`src/rtl/bcd_pkg.sv`:
```
`default_nettype none
// +--------------------------------------------------------------------+
// | Package : bcd_pkg                                                  |
// | Shared BCD limits, state encodings and single-step helper.        |
// | Revision: 1.0                                                      |
// +--------------------------------------------------------------------+
package bcd_pkg;

  localparam logic [3:0] BCD_MIN = 4'd0;
  localparam logic [3:0] BCD_MAX = 4'd9;

  localparam logic [3:0] S0 = 4'd0;
  localparam logic [3:0] S1 = 4'd1;
  localparam logic [3:0] S2 = 4'd2;
  localparam logic [3:0] S3 = 4'd3;
  localparam logic [3:0] S4 = 4'd4;
  localparam logic [3:0] S5 = 4'd5;
  localparam logic [3:0] S6 = 4'd6;
  localparam logic [3:0] S7 = 4'd7;
  localparam logic [3:0] S8 = 4'd8;
  localparam logic [3:0] S9 = 4'd9;

  // One step around the 0..9 ring; encodings above 9 fall back to S0.
  function automatic logic [3:0] bcd_next(input logic [3:0] s, input logic up);
    logic [3:0] n;
    n = S0;
    case (s)
      S0: n = up ? S1 : S9;
      S1: n = up ? S2 : S0;
      S2: n = up ? S3 : S1;
      S3: n = up ? S4 : S2;
      S4: n = up ? S5 : S3;
      S5: n = up ? S6 : S4;
      S6: n = up ? S7 : S5;
      S7: n = up ? S8 : S6;
      S8: n = up ? S9 : S7;
      S9: n = up ? S0 : S8;
      default: n = S0;
    endcase
    return n;
  endfunction

endpackage
`default_nettype wire

```
`src/rtl/debounce_sync.sv`:
```
`default_nettype none
// +--------------------------------------------------------------------+
// | Module  : debounce_sync                                            |
// | Two-flop synchroniser, stability-count debouncer, rise detector.  |
// | Revision: 1.0                                                      |
// +--------------------------------------------------------------------+
module debounce_sync #(
  parameter int DEBOUNCE_CYCLES = 50000,
  parameter int CNT_W           = 16
) (
  input  logic clk,
  input  logic rst,
  input  logic raw,
  output logic level,
  output logic rise
);

  localparam logic [CNT_W-1:0] c_last_cnt = CNT_W'(DEBOUNCE_CYCLES - 1);

  logic             r_s1;
  logic             r_s2;
  logic             r_deb;
  logic             r_deb_q;
  logic [CNT_W-1:0] r_cnt;

  always_ff @(posedge clk) begin
    if (rst) begin
      r_s1    <= 1'b0;
      r_s2    <= 1'b0;
      r_deb   <= 1'b0;
      r_deb_q <= 1'b0;
      r_cnt   <= '0;
    end else begin
      r_s1    <= raw;
      r_s2    <= r_s1;
      r_deb_q <= r_deb;
      // Any sample agreeing with the current level restarts the stability run.
      if (r_s2 == r_deb) begin
        r_cnt <= '0;
      end else if (r_cnt == c_last_cnt) begin
        r_deb <= r_s2;
        r_cnt <= '0;
      end else begin
        r_cnt <= r_cnt + 1'b1;
      end
    end
  end

  assign level = r_deb;
  assign rise  = r_deb & ~r_deb_q;

endmodule
`default_nettype wire

```
`src/rtl/bcd_step_counter.sv`:
```
`default_nettype none
// +--------------------------------------------------------------------+
// | Module  : bcd_step_counter                                         |
// | Debounced pushbutton steps a Moore BCD digit up/down with wrap.   |
// | Revision: 1.0                                                      |
// +--------------------------------------------------------------------+
module bcd_step_counter
  import bcd_pkg::*;
#(
  parameter int DEBOUNCE_CYCLES = 50000,
  parameter int CNT_W           = 16
) (
  input  logic clk,
  input  logic rst,
  input  logic step,
  input  logic dir,
  input  logic hold,
  output logic A,
  output logic B,
  output logic C,
  output logic D,
  output logic wrap
);

  logic       w_level;
  logic       w_rise;
  logic       w_ev;
  logic [3:0] r_state;
  logic [3:0] w_state_nxt;
  logic       r_wrap;
  logic       w_wrap_nxt;

  debounce_sync #(
    .DEBOUNCE_CYCLES (DEBOUNCE_CYCLES),
    .CNT_W           (CNT_W)
  ) u_deb (
    .clk   (clk),
    .rst   (rst),
    .raw   (step),
    .level (w_level),
    .rise  (w_rise)
  );

  assign w_ev = w_rise & w_level;

  always_ff @(posedge clk) begin
    if (rst) begin
      r_state <= S0;
      r_wrap  <= 1'b0;
    end else begin
      r_state <= w_state_nxt;
      r_wrap  <= w_wrap_nxt;
    end
  end

  always_comb begin
    w_state_nxt = r_state;
    w_wrap_nxt  = 1'b0;
    if (r_state > BCD_MAX) begin
      w_state_nxt = S0;
    end else if (w_ev && !hold) begin
      w_state_nxt = bcd_next(r_state, dir);
      w_wrap_nxt  = dir ? (r_state == BCD_MAX) : (r_state == BCD_MIN);
    end
  end

  always_comb begin
    {A, B, C, D} = r_state;
    wrap         = r_wrap;
  end

endmodule
`default_nettype wire
```
`config.mk`:
```
export PLATFORM = sky130hd
export DESIGN_NAME = bcd_step_counter
export DESIGN_NICKNAME = d
export VERILOG_FILES = /design/src/rtl/bcd_pkg.sv /design/src/rtl/debounce_sync.sv /design/src/rtl/bcd_step_counter.sv
export SDC_FILE = /design/constraint.sdc
export NUM_CORES = 1
export LEC_CHECK = 0
export ABC_AREA = 1
export BUFFER_PORTS_ARGS = -buffer_cell sky130_fd_sc_hd__buf_2
export CAP_MARGIN = 30
export CORE_ASPECT_RATIO = 1.4
export CORE_UTILIZATION = 57
export CTS_BUF_LIST = sky130_fd_sc_hd__clkbuf_16
export CTS_CLUSTER_DIAMETER = 40
export DETAILED_ROUTE_END_ITERATION = 6
export PLACE_DENSITY = 0.79
export SKIP_CTS_REPAIR_TIMING = 1
export SLEW_MARGIN = 10
export SYNTH_ARGS = -nofsm -noshare
export SYNTH_HDL_FRONTEND = slang
export SYNTH_SLANG_ARGS = --single-unit
```
`constraint.sdc`:
```
create_clock -name clk -period 2.1 [get_ports clk]
set_clock_uncertainty 0.2 [all_clocks]
set_input_delay 0.315 -clock clk [delete_from_list [all_inputs] [get_ports clk]]
set_output_delay 0.315 -clock clk [all_outputs]
set_load 0.01 [all_outputs]
```
==> results by group, run 1 <==
Run status
  • Status: finished clean

Worst setup path
  • Max stage delay on crit path: 0.37 ns
  • Critical path type: reg2reg
  • CP arrival: 1.64 ns
  • CP Max Fanout: 16
  • Worst path slowest cell: dfxtp_1
  • Family with the most delay on the worst path: simple AND/OR/NAND/NOR gates
  • CP required: ~2 ns
  • Worst path cell trace: ha_1, nand2_2, inv_2, nand2_2, nor2_2, nand3_2, nand2_2, nor3_1
  • Worst path bufs/invs: 1
  • Crit start category: flop
  • Worst setup EP type: flop
  • CP most frequent cell: nand2_2

Global route
  • Initial antenna violation count: 0
  • Grt total ovfl: 0
  • First-pass GRT wire length: 4700 µm
  • Global-route usage over all layers: 0.247
  • Pin count of the biggest net entering global routing: 17
  • Vias in the first global route: 1,160

CTS
  • Cell chosen for the clock root: clkbuf_16
  • Worst-skew pair later-pin latency: 0.26 ns
  • Reg clk slew, reported paths: around 0.07 ns
  • TritonCTS clock tree: built
  • Clk buf depth: 2
  • CTS Buf Count: 3
  • Number of H-tree levels: 1
  • Sink Count: 25

Cells and area
  • Synthesis-to-finish area growth: 11.0%
  • Post-Layout Cell Count: around 220
  • Post-layout net count: 204
  • Share of cells above drive strength 1: 0.132
  • # diodes: 0

Synth
  • Post-synth top cells: nand2_1 (43), nor2_1 (27), inv_1 (26)
  • Most common cell in the synthesized netlist: nand2_1
  • Mapped Area: around 1300 µm²
  • Area share of the largest cell type after synthesis: 0.393
  • Net Count, Synth: 191
  • Post-synth EDFFs: 0
  • Main flop type after synthesis: dfxtp_1
  • Count of different cell masters after synthesis: 22
  • Cell count after synthesis: 185
  • Synthesized area per cell: roughly 6.9 µm²
  • Top cells by area, synth: dfxtp_1 (39%), nand2_1 (13%), nor2_1 (7.9%), inv_1 (7.7%), a21oi_1 (5.5%)
  • Ys Warns: 0
  • Seq cells post-synth: 25
  • Ys async rst share: 0
  • Sequential area share after synthesis: 0.393
  • Area leader, netlist: dfxtp_1

Placed design
  • RD Place Congestion: 0.918
  • Placed insts: roughly 210
  • Number of I/O port buffers: 9
  • DPL Wire Length: 2030 µm

Job
  • Total of max-cap violations: 0

STA
  • Crit share post-route: 0.811
  • Slew Viols, Final: 0
  • Max_slew headroom: 0.751
  • Setup TNS: 0 ns
  • Crit path time final: approximately 1.7 ns
  • Final setup fails: 0
  • Unrepaired setup endpoints after global routing: no
  • Hold Fails Final Rpt: 0
  • Worst slew pin tran: about 0.37 ns
  • Maximum clock frequency: 587 MHz

Floorplanning
  • Row Count: 19
  • Core area: between 2000 and 2500 µm²
  • Die W: 42.0 µm
  • Die area: 2430 µm²
  • I/O pin count: 10
  • Die H: 58.0 µm
  • Initial Utilization: 0.624

Route
  • Remaining DRCs: 0
  • Vias per cell: 5.49
  • Antenna-violating nets left: 0
  • Via count: ~1,200
  • WL per Instance: 12.2 µm
  • Initial drt markers: 44
  • Pre-Repair DR Iteration Count: 4
  • WL final: 2660 µm

Pwr
  • Worst ir drop on vdd: 0.600 mV
  • Final Power: 0.921 mW
  • Leak: 0.511 nW
  • Power Dens Cells: 651 nW/µm²

Min path
  • HP Class: in2reg
worst reg2reg max path, delay by kind of cell, from the launching register on:
kind	cells	cell delay [ns]
buf+inv	1	0.07
flops	1	0.37
fa+ha+maj	1	0.20
simple gates	6	0.76
sequential cells by signal, indices dropped and copies added, names as in the netlist:
signal         count
u_deb.r_cnt       16
r_state            4
u_deb.level        1
u_deb.r_deb_q      1
u_deb.r_s1         1
u_deb.r_s2         1
wrap               1
cells by family after synthesis:
group	after synthesis	synth area share
flip-flops	25	0.393
adder cells (fa/ha/maj)	1	0.00981
AO/OA/AOI/OAI	19	0.0766
buffers and inverters	28	0.0883
AND/OR/NAND/NOR	107	0.398
XOR/XNOR	5	0.0343
layer usage:
| layer | global-route usage | wire length (µm) |
|---|---|---|
| met5 | 0 | 0 |
| met4 | 0.120 | 45 |
| met3 | 0.0436 | 77 |
| met2 | 0.469 | 1430 |
| met1 | 0.256 | 1100 |
path summary, 6_finish.rpt:
kind / to / cells past startpoint / slack (ns) / from
worst min register to register: u_deb.r_s2 / 2 / 0.21 / u_deb.r_s1
worst max register to register: u_deb.r_cnt[2] / 8 / 0.40 / u_deb.r_cnt[0]
worst min-delay path: u_deb.r_s1 / 2 / 0.05 / rst
worst max-delay path: u_deb.r_cnt[2] / 8 / 0.40 / u_deb.r_cnt[0]
stage by stage:
stage / setup WS [ns] / hold slack [ns] / instance area, µm² / utilization
global placement: 0.462 / 0.190 / 1340 / 0.653
floorplan: 0.549 / 0.186 / 1270 / -
finish: 0.396 / 0.0468 / 1420 / 0.692
global route: 0.291 / 0.0731 / 1420 / 0.692
detailed placement: 0.403 / 0.200 / 1340 / 0.653
CTS: 0.400 / 0.0466 / 1420 / 0.692
placed cells by master (no fill, tap or decap), types with 2 or more instances in the layout:
master and count:
nand3_1 12, nor3_1 5, o21ai_0 4, nand2_2 4
clkbuf_16 3, xor2_1 5, nor3_2 3, nor2_1 27
nand2_1 43, buf_2 9, a21oi_1 14, dfxtp_1 25
nand3_2 2, inv_1 26, nand4_1 6
power by group:
group / leakage, nW / internal (mW) / switching (mW) / total [mW]
combinational: 0.268 / 0.00565 / 0.0108 / 0.0165
sequential: 0.202 / 0.476 / 0.00130 / 0.478
clock: 0.0409 / 0.257 / 0.170 / 0.427
cell type report:
cell class                 instances  area, µm²
inverter                          27        101
fill                             164        629
clock inverter                     1       5.00
tap                               21       26.3
timing repair buffer               9       45.0
sequential                        25        500
clock buffer                       3       75.1
multi-input combinational        132        662
Power figures use the tool's default switching activity.
==> run 2, diff against run 1 <==
==> constraint.sdc (replaced) <==
create_clock -name clk -period 1.6 [get_ports clk]
set_clock_uncertainty 0.2 [all_clocks]
set_input_delay 0.24 -clock clk [delete_from_list [all_inputs] [get_ports clk]]
set_output_delay 0.24 -clock clk [all_outputs]
set_load 0.01 [all_outputs]
==> run 2 against run 1 <==
  * Die area is the same
  * Clock power grew 28%
  * Non-clock buffer count grew 8
  * Via count grew 4.3%
  * Sequential power grew 31%
  * Total power grew 31%
  * Combinational power grew 89%
  * Final cell count grew 4.1%
  * Register-to-register slack lost 0.35 ns
  * Final area grew 9.2%
  * Flip-flop and latch count is the same
  * Utilization grew 6.4 points
==> results by group, run 2 (synthesis results as in run 1) <==
Run status
  • Status: finished clean

Placed design
  • Number of I/O port buffers: 9
  • Setup WS pre-CTS: -0.0464 ns
  • DPL Wire Length: 1960 µm
  • Placed insts: 218
  • RD Place Congestion: 0.790

Global route
  • Initial antenna violation count: 0
  • Pin count of the biggest net entering global routing: 17
  • Grt total ovfl: 0
  • Vias in the first global route: 1,099
  • Global-route usage over all layers: 0.227
  • First-pass GRT wire length: 4350 µm

CTS
  • Worst-skew pair later-pin latency: 0.26 ns
  • Reg clk slew, reported paths: 0.06 ns
  • CTS Buf Count: 3
  • Sink Count: 25
  • Clk buf depth: 2
  • Cell chosen for the clock root: clkbuf_16
  • Number of H-tree levels: 1
  • TritonCTS clock tree: built

Pwr
  • Leak: ~0.55 nW
  • Final Power: 1.20 mW
  • Power Dens Cells: 779 nW/µm²
  • Worst ir drop on vdd: ~0.75 mV

Cells and area
  • Max reg flops: 16
  • Post-layout net count: 213
  • # diodes: 0
  • Synthesis-to-finish area growth: 21.2%
  • Largest regs: u_deb.r_cnt: 16 flops, r_state: 4 flops
  • Largest register by flop count: u_deb.r_cnt
  • Post-Layout Cell Count: 227
  • Most common cell after layout, fill and taps aside: nand2_1
  • Most frequent cells in the layout: nand2_1 (43), inv_1 (26), nor2_1 (26)
  • Share of cells above drive strength 1: 0.180
  • Fin util: 0.756

STA
  • WHS: 0.0585 ns
  • Slew Viols, Final: 0
  • Setup ws final: 0.0507 ns
  • Final setup fails: 0
  • Crit path time final: 1.55 ns
  • Worst slew pin tran: about 0.64 ns
  • Hold Fails Final Rpt: 0
  • Crit share post-route: 0.968
  • Max_slew headroom: 0.574
  • Maximum clock frequency: 645 MHz

Worst setup path
  • Worst setup EP type: flop
  • Worst reg2reg setup slack: 0.05 ns
  • RR Startpoint: u_deb.level
  • CP Max Fanout: 3
  • Worst path bufs/invs: 3
  • Family with the most delay on the worst path: buffers and inverters
  • Max stage delay on crit path: about 0.57 ns
  • Critical path type: in2reg
  • CP most frequent cell: dlygate4sd3_1
  • Crit start category: input pin
  • Worst-case reg-to-reg path depth: 4
  • Worst path cell trace: buf_2, dlygate4sd3_1, nor2_1, dlygate4sd3_1
  • CP required: approximately 1.6 ns
  • Reg2Reg Capture Point: u_deb.r_cnt[2]
  • Worst path slowest cell: dlygate4sd3_1
  • CP arrival: 1.56 ns

Route
  • WL per Instance: 12.5 µm
  • WL final: 2840 µm
  • Pre-Repair DR Iteration Count: 4
  • Initial drt markers: 45
  • Antenna-violating nets left: 0
  • Remaining DRCs: 0
  • Via count: 1,248
  • Vias per cell: 5.50

Min path
  • Hold Crit Start: dir
  • Hold Path Stages: 2
  • Endpoint, Worst Hold: wrap
  • HP Class: in2reg

Floorplanning
  • Initial Utilization: 0.624
  • Die area: 2430 µm²
  • Core area: 2040 µm²
  • Row Count: 19
  • Die H: 58.0 µm
  • Die W: 42.0 µm
  • I/O pin count: 10

Job
  • Total of max-cap violations: 0
run 2: power breakdown:
group	leakage [nW]	internal [mW]	switching, mW	total [mW]
registers	0.203	0.624	0.00167	0.625
clock network	0.0409	0.336	0.211	0.547
logic	0.311	0.0142	0.0170	0.0312
run 2: area by class of cell:
class,count,area [µm²]
Clock buffer,3,75.1
Clock inverter,1,5.00
Fill cell,145,499
Inverter,27,101
Multi-Input combinational cell,133,719
Sequential cell,25,505
Tap cell,21,26.3
Timing Repair Buffer,17,113
run 2: how the worst max path moves through the flow:
stage / from / endpoint / slack (ns) / cells past startpoint
floorplan: u_deb.r_cnt[0] / u_deb.r_cnt[10] / 0.05 / 9
global placement: u_deb.r_cnt[1] / u_deb.r_cnt[10] / 0.04 / 8
detailed placement: u_deb.r_cnt[1] / u_deb.r_cnt[14] / -0.05 / 8
CTS: u_deb.r_cnt[1] / u_deb.r_cnt[14] / -0.06 / 8
global route: u_deb.level / u_deb.r_cnt[2] / -0.001 / 4
finish: rst / u_deb.r_s1 / 0.05 / 4
run 2: per-layer routing:
| layer | wire length [µm] | share of wire | global-route usage | vias to the layer above |
|---|---|---|---|---|
| met3 | 70 | 0.025 | 0.0280 | 10 |
| met4 | 53 | 0.019 | 0.0737 | 0 |
| li1 | - | - | - | 636 |
| met5 | 0 | 0 | 0 | - |
| met1 | 1150 | 0.40 | 0.251 | 570 |
| met2 | 1560 | 0.55 | 0.440 | 32 |
run 2: worst register-to-register path: cells and delay by family, from the launching register on:
kind | cells | cell delay [ns]
AOI/OAI and AO/OA | 2 | 0.60
DFF | 1 | 0.34
and+or+nand+nor | 2 | 0.34
run 2: through the flow:
step	TNS, ns	cell area (µm²)
3_3_place_gp	0	1370
2_1_floorplan	0	1270
5_1_grt	-0.00180	1550
6_report	0	1550
3_5_place_dp	-0.372	1370
4_1_cts	-0.584	1450
==> run 3, diff against run 2 <==
--- a/config.mk
+++ b/config.mk
@@ -8,8 +8,10 @@
 export ABC_AREA = 1
 export BUFFER_PORTS_ARGS = -buffer_cell sky130_fd_sc_hd__buf_2
 export CAP_MARGIN = 30
+export CELL_PAD_IN_SITES_DETAIL_PLACEMENT = 2
+export CELL_PAD_IN_SITES_GLOBAL_PLACEMENT = 2
 export CORE_ASPECT_RATIO = 1.4
-export CORE_UTILIZATION = 57
+export CORE_UTILIZATION = 32
 export CTS_BUF_LIST = sky130_fd_sc_hd__clkbuf_16
 export CTS_CLUSTER_DIAMETER = 40
 export DETAILED_ROUTE_END_ITERATION = 6
==> run 3 against run 2 <==
  * Utilization decreased by 31 points
  * Global-route usage decreased by 3.5 points
  * Flip-flop and latch count unchanged
  * Routed wire length increased by 58%
  * Worst setup slack got worse by 0.049 ns
  * Critical path type is now reg2reg
  * Largest cell class unchanged
  * Highest routed layer unchanged
==> results by group, run 3 (synthesis results as in run 1) <==
Floorplanning
  • Core area: 3740 µm²
  • Row Count: 26
  • Initial Utilization: 0.341
  • I/O pin count: 10
  • Die area: 4240 µm²
  • Die H: 76.7 µm
  • Die W: 55.3 µm

Worst setup path
  • Critical path type: reg2reg
  • CP Max Fanout: 8
  • Max stage delay on crit path: 0.36 ns
  • Worst path slowest cell: dfxtp_2
  • Worst setup EP type: flop
  • Worst path cell trace: ha_4, nand2_4, inv_4, nand2_4, nor2_4, nand3_4, nand2_4, clkbuf_16, a21oi_1
  • Worst path bufs/invs: 2
  • Crit start category: flop
  • CP arrival: 1.56 ns
  • CP required: 1.56 ns
  • Family with the most delay on the worst path: simple AND/OR/NAND/NOR gates
  • CP most frequent cell: nand2_4

Route
  • Remaining DRCs: 0
  • WL met3: about 60 µm
  • Vias per cell: 5.19
  • Antenna-violating nets left: 0
  • WL final: 4480 µm
  • WL per Instance: 17.6 µm
  • Met1 WL: roughly 1600 µm
  • Initial drt markers: 13
  • WL met2: 2730 µm
  • Pre-Repair DR Iteration Count: 4
  • DR top layer: met4
  • Via count: between 1,000 and 1,500

CTS
  • Cell chosen for the clock root: clkbuf_16
  • Reg clk slew, reported paths: 0.08 ns
  • Clk buf depth: 2
  • CTS Buf Count: 3
  • TritonCTS clock tree: built
  • Sink Count: 25
  • Worst-skew pair later-pin latency: 0.27 ns
  • Number of H-tree levels: 1

Global route
  • Grt total ovfl: 0
  • First-pass GRT wire length: around 6400 µm
  • Initial antenna violation count: 0
  • Pin count of the biggest net entering global routing: 17
  • Vias in the first global route: approximately 1,500
  • Global-route usage over all layers: 0.192

STA
  • Maximum clock frequency: about 630 MHz
  • Setup ws final: 0.00186 ns
  • Final setup fails: 0
  • Setup TNS: 0 ns
  • Hold Fails Final Rpt: 0
  • WHS: approximately 0.062 ns
  • Max_slew headroom: 0.784
  • Unrepaired setup endpoints after global routing: yes
  • Crit path time final: 1.60 ns
  • Worst slew pin tran: 0.322 ns
  • Slew Viols, Final: 0
  • Crit share post-route: 0.999

Placed design
  • DPL Wire Length: 3020 µm
  • Number of I/O port buffers: 9
  • Placed insts: 244
  • RD Place Congestion: 0.799
  • Setup WS pre-CTS: -0.0196 ns

Cells and area
  • Largest regs: u_deb.r_cnt: 16 flops, r_state: 4 flops
  • Fillers: roughly 430
  • Post-Layout Cell Count: approximately 250
  • Share of cells above drive strength 1: 0.217
  • Max reg flops: 16
  • Largest register by flop count: u_deb.r_cnt
  • Area taken by flip-flops and latches: just over 500 µm²
  • # diodes: 0
  • Most common cell after layout, fill and taps aside: nand2_1
  • Post-layout net count: between 200 and 250
  • Area of the multi-input gates: 734 µm²
  • Most frequent cells in the layout: nand2_1 (42), inv_1 (26), nor2_1 (25)
  • Synthesis-to-finish area growth: 31.0%

Job
  • Total of max-cap violations: 0

Pwr
  • Worst ir drop on vdd: 0.587 mV
  • Leak: about 0.64 nW
  • Power Dens Cells: approximately 760 nW/µm²

Run status
  • Status: finished clean

Min path
  • HP Class: in2reg
-- run 3: cell count changes in the layout (fill, tap and decap cells not counted), moves of 2 or more --
cell and change:
nand2_4 +2, buf_4 +6, nor3_4 +2, nor3_2 -2
-- run 3: area by class of cell --
cell class,instances,share of cell area
Clock buffer,3,0.0449
Inverter,27,0.0622
Multi-Input combinational cell,132,0.440
Timing Repair Buffer,24,0.115
Sequential cell,25,0.301
Tap cell,42,0.0315
Clock inverter,1,0.00524
-- run 3: worst register-to-register path: cells and delay by family, from the launching register on --
family	cells	cell delay (ns)
and+or+nand+nor	5	0.50
DFF	1	0.36
buffers and inverters	2	0.25
adders and majority gates	1	0.16
AOI/OAI and AO/OA	1	0.04
-- run 3: metrics by stage --
stage | util | cell area [µm²] | total power, mW
3_5_place_dp | 0.385 | 1440 | 0.671
3_3_place_gp | 0.385 | 1440 | 0.669
4_1_cts | 0.408 | 1530 | 1.26
6_report | 0.446 | 1670 | 1.28
2_1_floorplan | - | 1270 | 0.653
5_1_grt | 0.446 | 1670 | 1.31
-- run 3: power by group --
group / internal (mW) / total, mW / leakage [nW] / switching (mW)
Combinational: 0.0187 / 0.0385 / 0.400 / 0.0198
Clock: 0.347 / 0.612 / 0.0415 / 0.266
Sequential: 0.625 / 0.627 / 0.203 / 0.00201
Total: 0.990 / 1.28 / 0.645 / 0.287
-- run 3: routing by layer --
layer  track usage  vias up
li1              -      643
met1         0.179      654
met2         0.408       15
met3        0.0202        5
met4        0.0675        0
met5             0        -
-- run 3: path summary, 6_finish.rpt --
kind	end	from	cells after the start	slack, ns
worst max-delay path	u_deb.r_cnt[15]	u_deb.r_cnt[1]	9	0.002
worst min-delay path	wrap	hold	4	0.06
worst max register to register	u_deb.r_cnt[15]	u_deb.r_cnt[1]	9	0.002
worst min register to register	u_deb.r_s2	u_deb.r_s1	2	0.23
